===== config.mk =====
export PLATFORM = sky130hd
export DESIGN_NAME = ste_bar_level_gen
export DESIGN_NICKNAME = d
export VERILOG_FILES = /design/src/rtl/ste_bar_level_gen.sv
export SDC_FILE = /design/constraint.sdc
export NUM_CORES = 1
export LEC_CHECK = 0
export CAP_MARGIN = 20
export CORE_AREA = 8 8 61 84
export CTS_BUF_LIST = sky130_fd_sc_hd__clkbuf_8
export DETAILED_ROUTE_END_ITERATION = 16
export DIE_AREA = 0 0 69 92
export PLACE_DENSITY = 0.87
export SLEW_MARGIN = 0
export SYNTH_ARGS = -nofsm -noshare
export SYNTH_HDL_FRONTEND = slang
export SYNTH_SLANG_ARGS = --single-unit

===== constraint.sdc =====
create_clock -name clk -period 9.6 [get_ports clk]
set_clock_uncertainty 0.15 [all_clocks]
set_input_delay 1.44 -clock clk [delete_from_list [all_inputs] [get_ports clk]]
set_output_delay 1.44 -clock clk [all_outputs]
set_load 0.05 [all_outputs]

===== src/rtl/ste_bar_level_gen.sv =====
// Display level generator for the LED bar: per-window maximum with instant attack,
// limited decay, one-cycle update strobe and a peak-hold marker value.
module ste_bar_level_gen #(
  parameter int unsigned DATA_W      = 4,
  parameter int unsigned REFRESH_CYC = 1_000_000,
  parameter int unsigned DECAY_STEP  = 1,
  parameter int unsigned HOLD_WIN    = 50
) (
  input  logic              clk,
  input  logic              rst_n,
  input  logic [DATA_W-1:0] sample_i,
  input  logic              sample_valid_i,
  input  logic              clr_i,
  output logic [DATA_W-1:0] level_o,
  output logic              level_update_o,
  output logic [DATA_W-1:0] peak_o
);

  localparam int unsigned CNT_W  = $clog2(REFRESH_CYC);
  localparam int unsigned HOLD_W = $clog2(HOLD_WIN + 1);
  localparam logic [CNT_W-1:0]  LAST_CNT  = CNT_W'(REFRESH_CYC - 1);
  localparam logic [HOLD_W-1:0] LAST_HOLD = HOLD_W'(HOLD_WIN - 1);

  logic [CNT_W-1:0]  win_cnt_q, win_cnt_d;
  logic [DATA_W-1:0] win_max_q, win_max_d;
  logic [HOLD_W-1:0] hold_cnt_q, hold_cnt_d;
  logic [DATA_W-1:0] level_q, level_d;
  logic [DATA_W-1:0] peak_q, peak_d;
  logic              update_q, update_d;

  logic              tick;
  logic [DATA_W-1:0] m;
  logic [DATA_W-1:0] decayed;
  logic [DATA_W-1:0] lvl_n;

  always_comb begin
    tick = (win_cnt_q == LAST_CNT);

    // A sample in the tick cycle still belongs to the closing window.
    m = win_max_q;
    if (sample_valid_i && (sample_i > win_max_q)) begin
      m = sample_i;
    end

    // Saturating decay; compared wide so any DECAY_STEP value floors at zero.
    decayed = '0;
    if (32'(level_q) > DECAY_STEP) begin
      decayed = level_q - DATA_W'(DECAY_STEP);
    end

    if (m >= level_q) begin
      lvl_n = m;
    end else if (m > decayed) begin
      lvl_n = m;
    end else begin
      lvl_n = decayed;
    end

    win_cnt_d  = tick ? '0 : win_cnt_q + 1'b1;
    win_max_d  = tick ? '0 : m;
    hold_cnt_d = hold_cnt_q;
    level_d    = level_q;
    peak_d     = peak_q;
    update_d   = 1'b0;

    if (tick) begin
      level_d  = lvl_n;
      update_d = 1'b1;
      if ((lvl_n >= peak_q) || (hold_cnt_q == LAST_HOLD)) begin
        peak_d     = lvl_n;
        hold_cnt_d = '0;
      end else begin
        hold_cnt_d = hold_cnt_q + 1'b1;
      end
    end

    if (clr_i) begin
      win_cnt_d  = '0;
      win_max_d  = '0;
      hold_cnt_d = '0;
      level_d    = '0;
      peak_d     = '0;
      update_d   = 1'b0;
    end
  end

  always_ff @(posedge clk) begin
    if (!rst_n) begin
      win_cnt_q  <= '0;
      win_max_q  <= '0;
      hold_cnt_q <= '0;
      level_q    <= '0;
      peak_q     <= '0;
      update_q   <= 1'b0;
    end else begin
      win_cnt_q  <= win_cnt_d;
      win_max_q  <= win_max_d;
      hold_cnt_q <= hold_cnt_d;
      level_q    <= level_d;
      peak_q     <= peak_d;
      update_q   <= update_d;
    end
  end

  assign level_o        = level_q;
  assign level_update_o = update_q;
  assign peak_o         = peak_q;

endmodule

# Word level (Yosys, flattened, before mapping)
# Index checks and enable logic that the tools add are counted.
dict set report word_totals {
  regBits 39
  latchBits 0
  ram_bits 0
  rom_bits 0
  input_bits 8
  out_inout_bits 9
  word_cells 28
  memories 0
}
dict set report classes {
  addsub 3
  mul 0
  div_mod_pow 0
  n_lt_le_gt_ge 5
  n_eq_ne 2
  shift 0
  muxes 6
  n_bitwise 1
  reduce_logical 5
}
# op count
set ops {}
lappend ops {{20-bit by 1-bit adder with 20-bit output, second input constant} 1}
lappend ops {{20-bit == test, second input constant} 1}
lappend ops {{4-bit two-way mux} 4}
lappend ops {{4-bit greater-or-equal comparator} 2}
lappend ops {{4-bit greater-than comparator} 2}
lappend ops {{6-bit by 1-bit adder with 6-bit output, second input constant} 1}
lappend ops {{6-bit == test, second input constant} 1}
lappend ops {{6-bit two-way mux} 1}
lappend ops {{4-bit by 1-bit greater-than comparator with 1-bit output, second input constant} 1}
lappend ops {{4-bit by 1-bit subtractor with 4-bit output, second input constant} 1}
lappend ops {{3-bit OR reduction} 1}
lappend ops {{2-bit AND reduction} 1}
lappend ops {{2-bit OR reduction} 1}
lappend ops {{1-bit logical AND} 1}
lappend ops {{1-bit logical OR} 1}
lappend ops {{1-bit two-way mux} 1}
lappend ops {{1-bit NOT} 1}

# Depth between registers and ports, before layout
dict set report depth {
  ltp_word 9
  mapped_depth 19
  ltp_nobuf 19
}

# Worst setup path after synthesis
# Ideal clock, no wire load.
dict set report synth_path {
  kind {input to register}
  from {in sample_i[1]}
  to {reg peak_q[1] (netlist: peak_o[1])}
  setup_ns 0.133
  arrival_time_ns 4.811
  required_ns 9.317
  slack_ns 4.506
  cell_stages 18
  path_buffers 0
  cell_sequence {ha_1 -> nor2b_1 -> o31ai_4 -> a21o_1 -> a21oi_1 -> inv_1 -> ha_1 -> nor2b_1 -> o211ai_1 -> o2bb2ai_1 -> a221oi_1 -> or2_2 -> ha_1 -> nand2b_1 -> a211oi_1 -> o21a_1 -> nand2b_2 -> o32ai_1}
}
dict set report synth_between {
  elab_chain_len 9
  word_cells_on_any_way 10
  classes_between {order compare: 4; mux: 3; reduce/logical: 3}
}
# element line_no
set synth_rtl {}
lappend synth_rtl {{start, declared} 11} ;# input logic [DATA_W-1:0] sample_i,
lappend synth_rtl {{4-bit greater-than comparator} 41} ;# if (sample_valid_i && (sample_i > win_max_q)) begin
lappend synth_rtl {{1-bit logical AND} 41}
lappend synth_rtl {{4-bit two-way mux (*)} 41}
lappend synth_rtl {{named net m[1]} 32} ;# logic [DATA_W-1:0] m;
lappend synth_rtl {{4-bit greater-than comparator} 53} ;# end else if (m > decayed) begin
lappend synth_rtl {{4-bit two-way mux} 53}
lappend synth_rtl {{4-bit two-way mux (*)} 51} ;# if (m >= level_q) begin
lappend synth_rtl {{4-bit greater-or-equal comparator} 69} ;# if ((lvl_n >= peak_q) || (hold_cnt_q == LAST_HOLD)) begin
lappend synth_rtl {{1-bit logical OR} 69}
lappend synth_rtl {{2-bit AND reduction (no line)} --}
lappend synth_rtl {{end signal, assigned} 100} ;# peak_q <= peak_d;
lappend synth_rtl {{end, declared} 28} ;# logic [DATA_W-1:0] peak_q, peak_d;
# Mark *: on every way through the listed nets, which the timed path passes. The rest lies on a longest branch.
# A chain may end at the register's enable or synchronous reset.

# Worst setup path after layout
dict set report layout_path {
  from {in sample_i[1]}
  to {reg peak_q[1] (netlist: peak_o[1])}
}
dict set report layout_between {
  elab_chain_len 9
  word_cells_on_any_way 10
  classes_between {order compare: 4; mux: 3; reduce/logical: 3}
}
# element line_no
set layout_rtl {}
lappend layout_rtl {{4-bit greater-than comparator (*)} 41}
lappend layout_rtl {{1-bit logical AND (*)} 41}
lappend layout_rtl {{4-bit two-way mux (*)} 41}
lappend layout_rtl {{named net m[3]} 32}
lappend layout_rtl {{4-bit greater-than comparator} 53}
lappend layout_rtl {{4-bit two-way mux} 53}
lappend layout_rtl {{4-bit two-way mux (*)} 51}
lappend layout_rtl {{4-bit greater-or-equal comparator} 69}
lappend layout_rtl {{1-bit logical OR} 69}
lappend layout_rtl {{2-bit AND reduction (no line)} --}
# Marked as above.

==> metrics.csv <==
stage;metric;value;unit
status;status;finished, final reports clean;
sta;grt_setup_unrepaired;no;
cts;cts_setup_buffers;0;
global_route;grt_pass1_vias;1795;
place;io_buffers;16;
logic_synthesis;synth_top_cell_by_area;dfxtp_1;
logic_synthesis;synth-edff-count;0;
logic_synthesis;synth_compound_area_frac;0.137;
logic_synthesis;synth-xor-area-share;0.0867;
sta;timing_hold_violations_final;0;
sta;finalCritPeriodShare;0.592;
logic_synthesis;async_reset_ff_frac;0;
logic_synthesis;synth.area.mux_share;0;
global_route;grt_max_degree;30;
finish;fin_area;2510;µm²
floorplan;io_pins;17;
critical_path;cp.arrival;5.69;ns
critical_path;cp_top_family;compound AO/OA/AOI/OAI gates;
finish;syn2layout_area_growth;13.1;%
power;p_leak;0.939;nW
finish;drive_above_1_share;0.0892;
drt;drc;0;
cts;cts_buffer_depth;2;
cts;h-tree-depth;2;
critical_path;crit_type;input port to flop;
floorplan;coreArea;3850;µm²
cts;cts.sinks;39;
logic_synthesis;synth_area;2220;µm²
floorplan;dieHeight;92;µm
drt;dr.pass1.iters;4;
cts;clk_latency;0.29;ns
logic_synthesis;synth_cell_types;47;
drt;finalWirelength;4470;µm
place;place_hpwl;3460;µm
drt;vias_per_cell;5.82;
cts;cts_root_buf;clkbuf_8;
global_route;antenna_found_initial;0;
critical_path;cp-endpoint;peak_o[1];
global_route;grt-ovfl-total;0;
critical_path;reg2reg_from;win_max_q[1];
logic_synthesis;yosysTopAreaCellShare;0.351;
job;drv_cap;0;
logic_synthesis;synth-simple-area-share;0.261;
place;place_congestion;0.901;
sta;worst_slew_pin_slew;0.948;ns
finish;antennaDiodeCount;0;
cts;cts_buffers;5;
critical_path;cp-start-kind;input port;
power;ir_drop;0.121;mV
power;power_per_cell_area;132;nW/µm²
critical_path;end_kind;flop;
floorplan;die_width;69;µm
finish;layout_commonest_cell;dfxtp_1;
logic_synthesis;syn_nets;277;
sta;max_freq;176;MHz
critical_path;slowest_stage;clkdlybuf4s50_1;
critical_path;cp_data_required_time;9.61;ns
power;combinationalPowerShare;0.150;
power;p_int;248;µW
critical_path;crit_fanout;8;
drt;wl_per_cell;14.3;µm
sta;maxSlewViolCount;0;
place;placed_area;2410;µm²
hold_path;hp-class;flop to flop;
critical_path;r2r_slack;5.10;ns
finish;n_fill_cell;332;
finish;layout_common_cells;dfxtp_1 (39), nor2_1 (38), inv_1 (21), ha_1 (21), clkdlybuf4s50_1 (16);
cts;cts_resized;0;
drt;ant_nets;0;
floorplan;start_util;0.577;
power;power_switching;85.0;µW
finish;layout.nets;297;
critical_path;worstRegToRegCells;18;
global_route;grtUsageTotal;0.147;
floorplan;die_area;6350;µm²
critical_path;crit_top_cell;ha_1;
power;p_seq_frac;0.491;
floorplan;rows;27;
sta;fin_crit;5.68;ns
logic_synthesis;synth_top_family_by_area;simple AND/OR/NAND/NOR gates;
sta;finalSetupViolations;0;
critical_path;cp-startpoint;sample_i[1];
critical_path;regToRegEndpoint;peak_o[1];
sta;maxSlewHeadroom;0.366;
critical_path;path_buf_inv;2;
sta;fin_tns_setup;0;ns
global_route;grt_pass1_wl;7950;µm
logic_synthesis;synth_fa_ha_area_frac;0.118;
power;swShare;0.255;
cts;clkTransAtPathRegs;0.07;ns
power;power_frac_clock;0.359;
drt;dr_total_vias;1815;
logic_synthesis;avgSynthCellArea;8.97;µm²
logic_synthesis;ys_ff_latch;39;
critical_path;worstPathCellList;clkdlybuf4s50_1 > ha_1 > nor2b_1 > o31ai_4 > a21o_1 > a21oi_1 > inv_1 > ha_1 > a211oi_1 > o2bb2ai_1 > a221oi_1 > or2_2 > ha_1 > nand2b_1 > a211oi_1 > o21a_1 > nand2b_2 > o32ai_1;
logic_synthesis;synth_cells;248;
logic_synthesis;ys_warn_count;0;
drt;drt_iter0_drc;80;
logic_synthesis;synth-seq-area-share;0.351;
cts;tritoncts;yes;
critical_path;slowest_delay;0.42;ns
logic_synthesis;synth-main-ff-cell;dfxtp_1;
cts;holdBufCountCts;0;
critical_path;crit_cells;18;
logic_synthesis;ys_top_cells_by_area;dfxtp_1 (35%), ha_1 (12%), nor2_1 (6.4%);
-- per-stage QoR --
step | hold slack (ns) | instances | total power, mW | setup WS [ns] | utilization
finish | 0.324 | 312 | 0.333 | 3.92 | 0.653
global route | 0.347 | 312 | 0.351 | 3.56 | 0.653
CTS | 0.328 | 312 | 0.335 | 3.92 | 0.653
detailed placement | 0.311 | 304 | 0.217 | 3.62 | 0.627
global placement | 0.297 | 304 | 0.215 | 3.76 | 0.627
floorplan | 0.280 | 248 | 0.205 | 4.51 | -
-- state kept, by name, indices dropped and copies added (netlist names) --
signal	cells
win_cnt_q	20
hold_cnt_q	6
level_o	4
peak_o	4
win_max_q	4
level_update_o	1
-- power groups by stage --
stage          registers (mW)  logic, mW  clock network [mW]
2_1_floorplan           0.167     0.0378                   0
5_1_grt                 0.163     0.0571               0.131
3_5_place_dp            0.167     0.0495                   0
6_report                0.163     0.0500               0.119
4_1_cts                 0.163     0.0496               0.122
3_3_place_gp            0.167     0.0479                   0
-- cell usage after synthesis (all sizes together) (2+ instances only) --
master and instances:
dfxtp 39, nor2 38, ha 21, inv 21
nand3 13, xnor2 13, nand2 11, and3 9
xor2 9, a21oi 8, o32ai 8, nand4 7
nor3 6, o21ai 5, a221oi 4, a211oi 3
buf 3, nor2b 3, nor4 3, o21a 3
or2 3, a21o 2, and2 2, nand2b 2
nor3b 2
-- metal layers --
layer | wire length [µm] | track usage
met1 | 1880 | 0.155
met2 | 2330 | 0.261
met3 | 169 | 0.0431
met5 | 0 | 0
met4 | 93 | 0.0703
-- layout make-up --
| type | count | area (µm²) | area share |
|---|---|---|---|
| Clock buffer | 7 | 96.3 | 0.0383 |
| Clock inverter | 1 | 3.75 | 0.00149 |
| Inverter | 21 | 78.8 | 0.0314 |
| Multi-Input combinational cell | 185 | 1340 | 0.533 |
| Sequential cell | 39 | 781 | 0.311 |
| Tap cell | 43 | 53.8 | 0.0214 |
| Timing Repair Buffer | 16 | 160 | 0.0637 |
-- cell families after synthesis --
family,after synthesis
AOI/OAI and AO/OA,39
xor gates and xnor gates,22
adders and majority gates,21
buffers and inverters,24
DFF,39
and+or+nand+nor,103
-- worst min path at each step --
| stage | from | to | slack [ns] | depth (start not counted) |
|---|---|---|---|---|
| 3_3_place_gp | win_cnt_q[0] | win_cnt_q[0] | 0.30 | 1 |
| 2_1_floorplan | win_cnt_q[0] | win_cnt_q[0] | 0.28 | 1 |
| 6_report | win_cnt_q[0] | win_cnt_q[0] | 0.32 | 1 |
| 3_5_place_dp | win_cnt_q[0] | win_cnt_q[0] | 0.31 | 1 |
| 4_1_cts | win_cnt_q[0] | win_cnt_q[0] | 0.33 | 1 |
| 5_1_grt | win_cnt_q[0] | win_cnt_q[0] | 0.35 | 1 |
No activity file was read; power rests on OpenSTA's default activity.
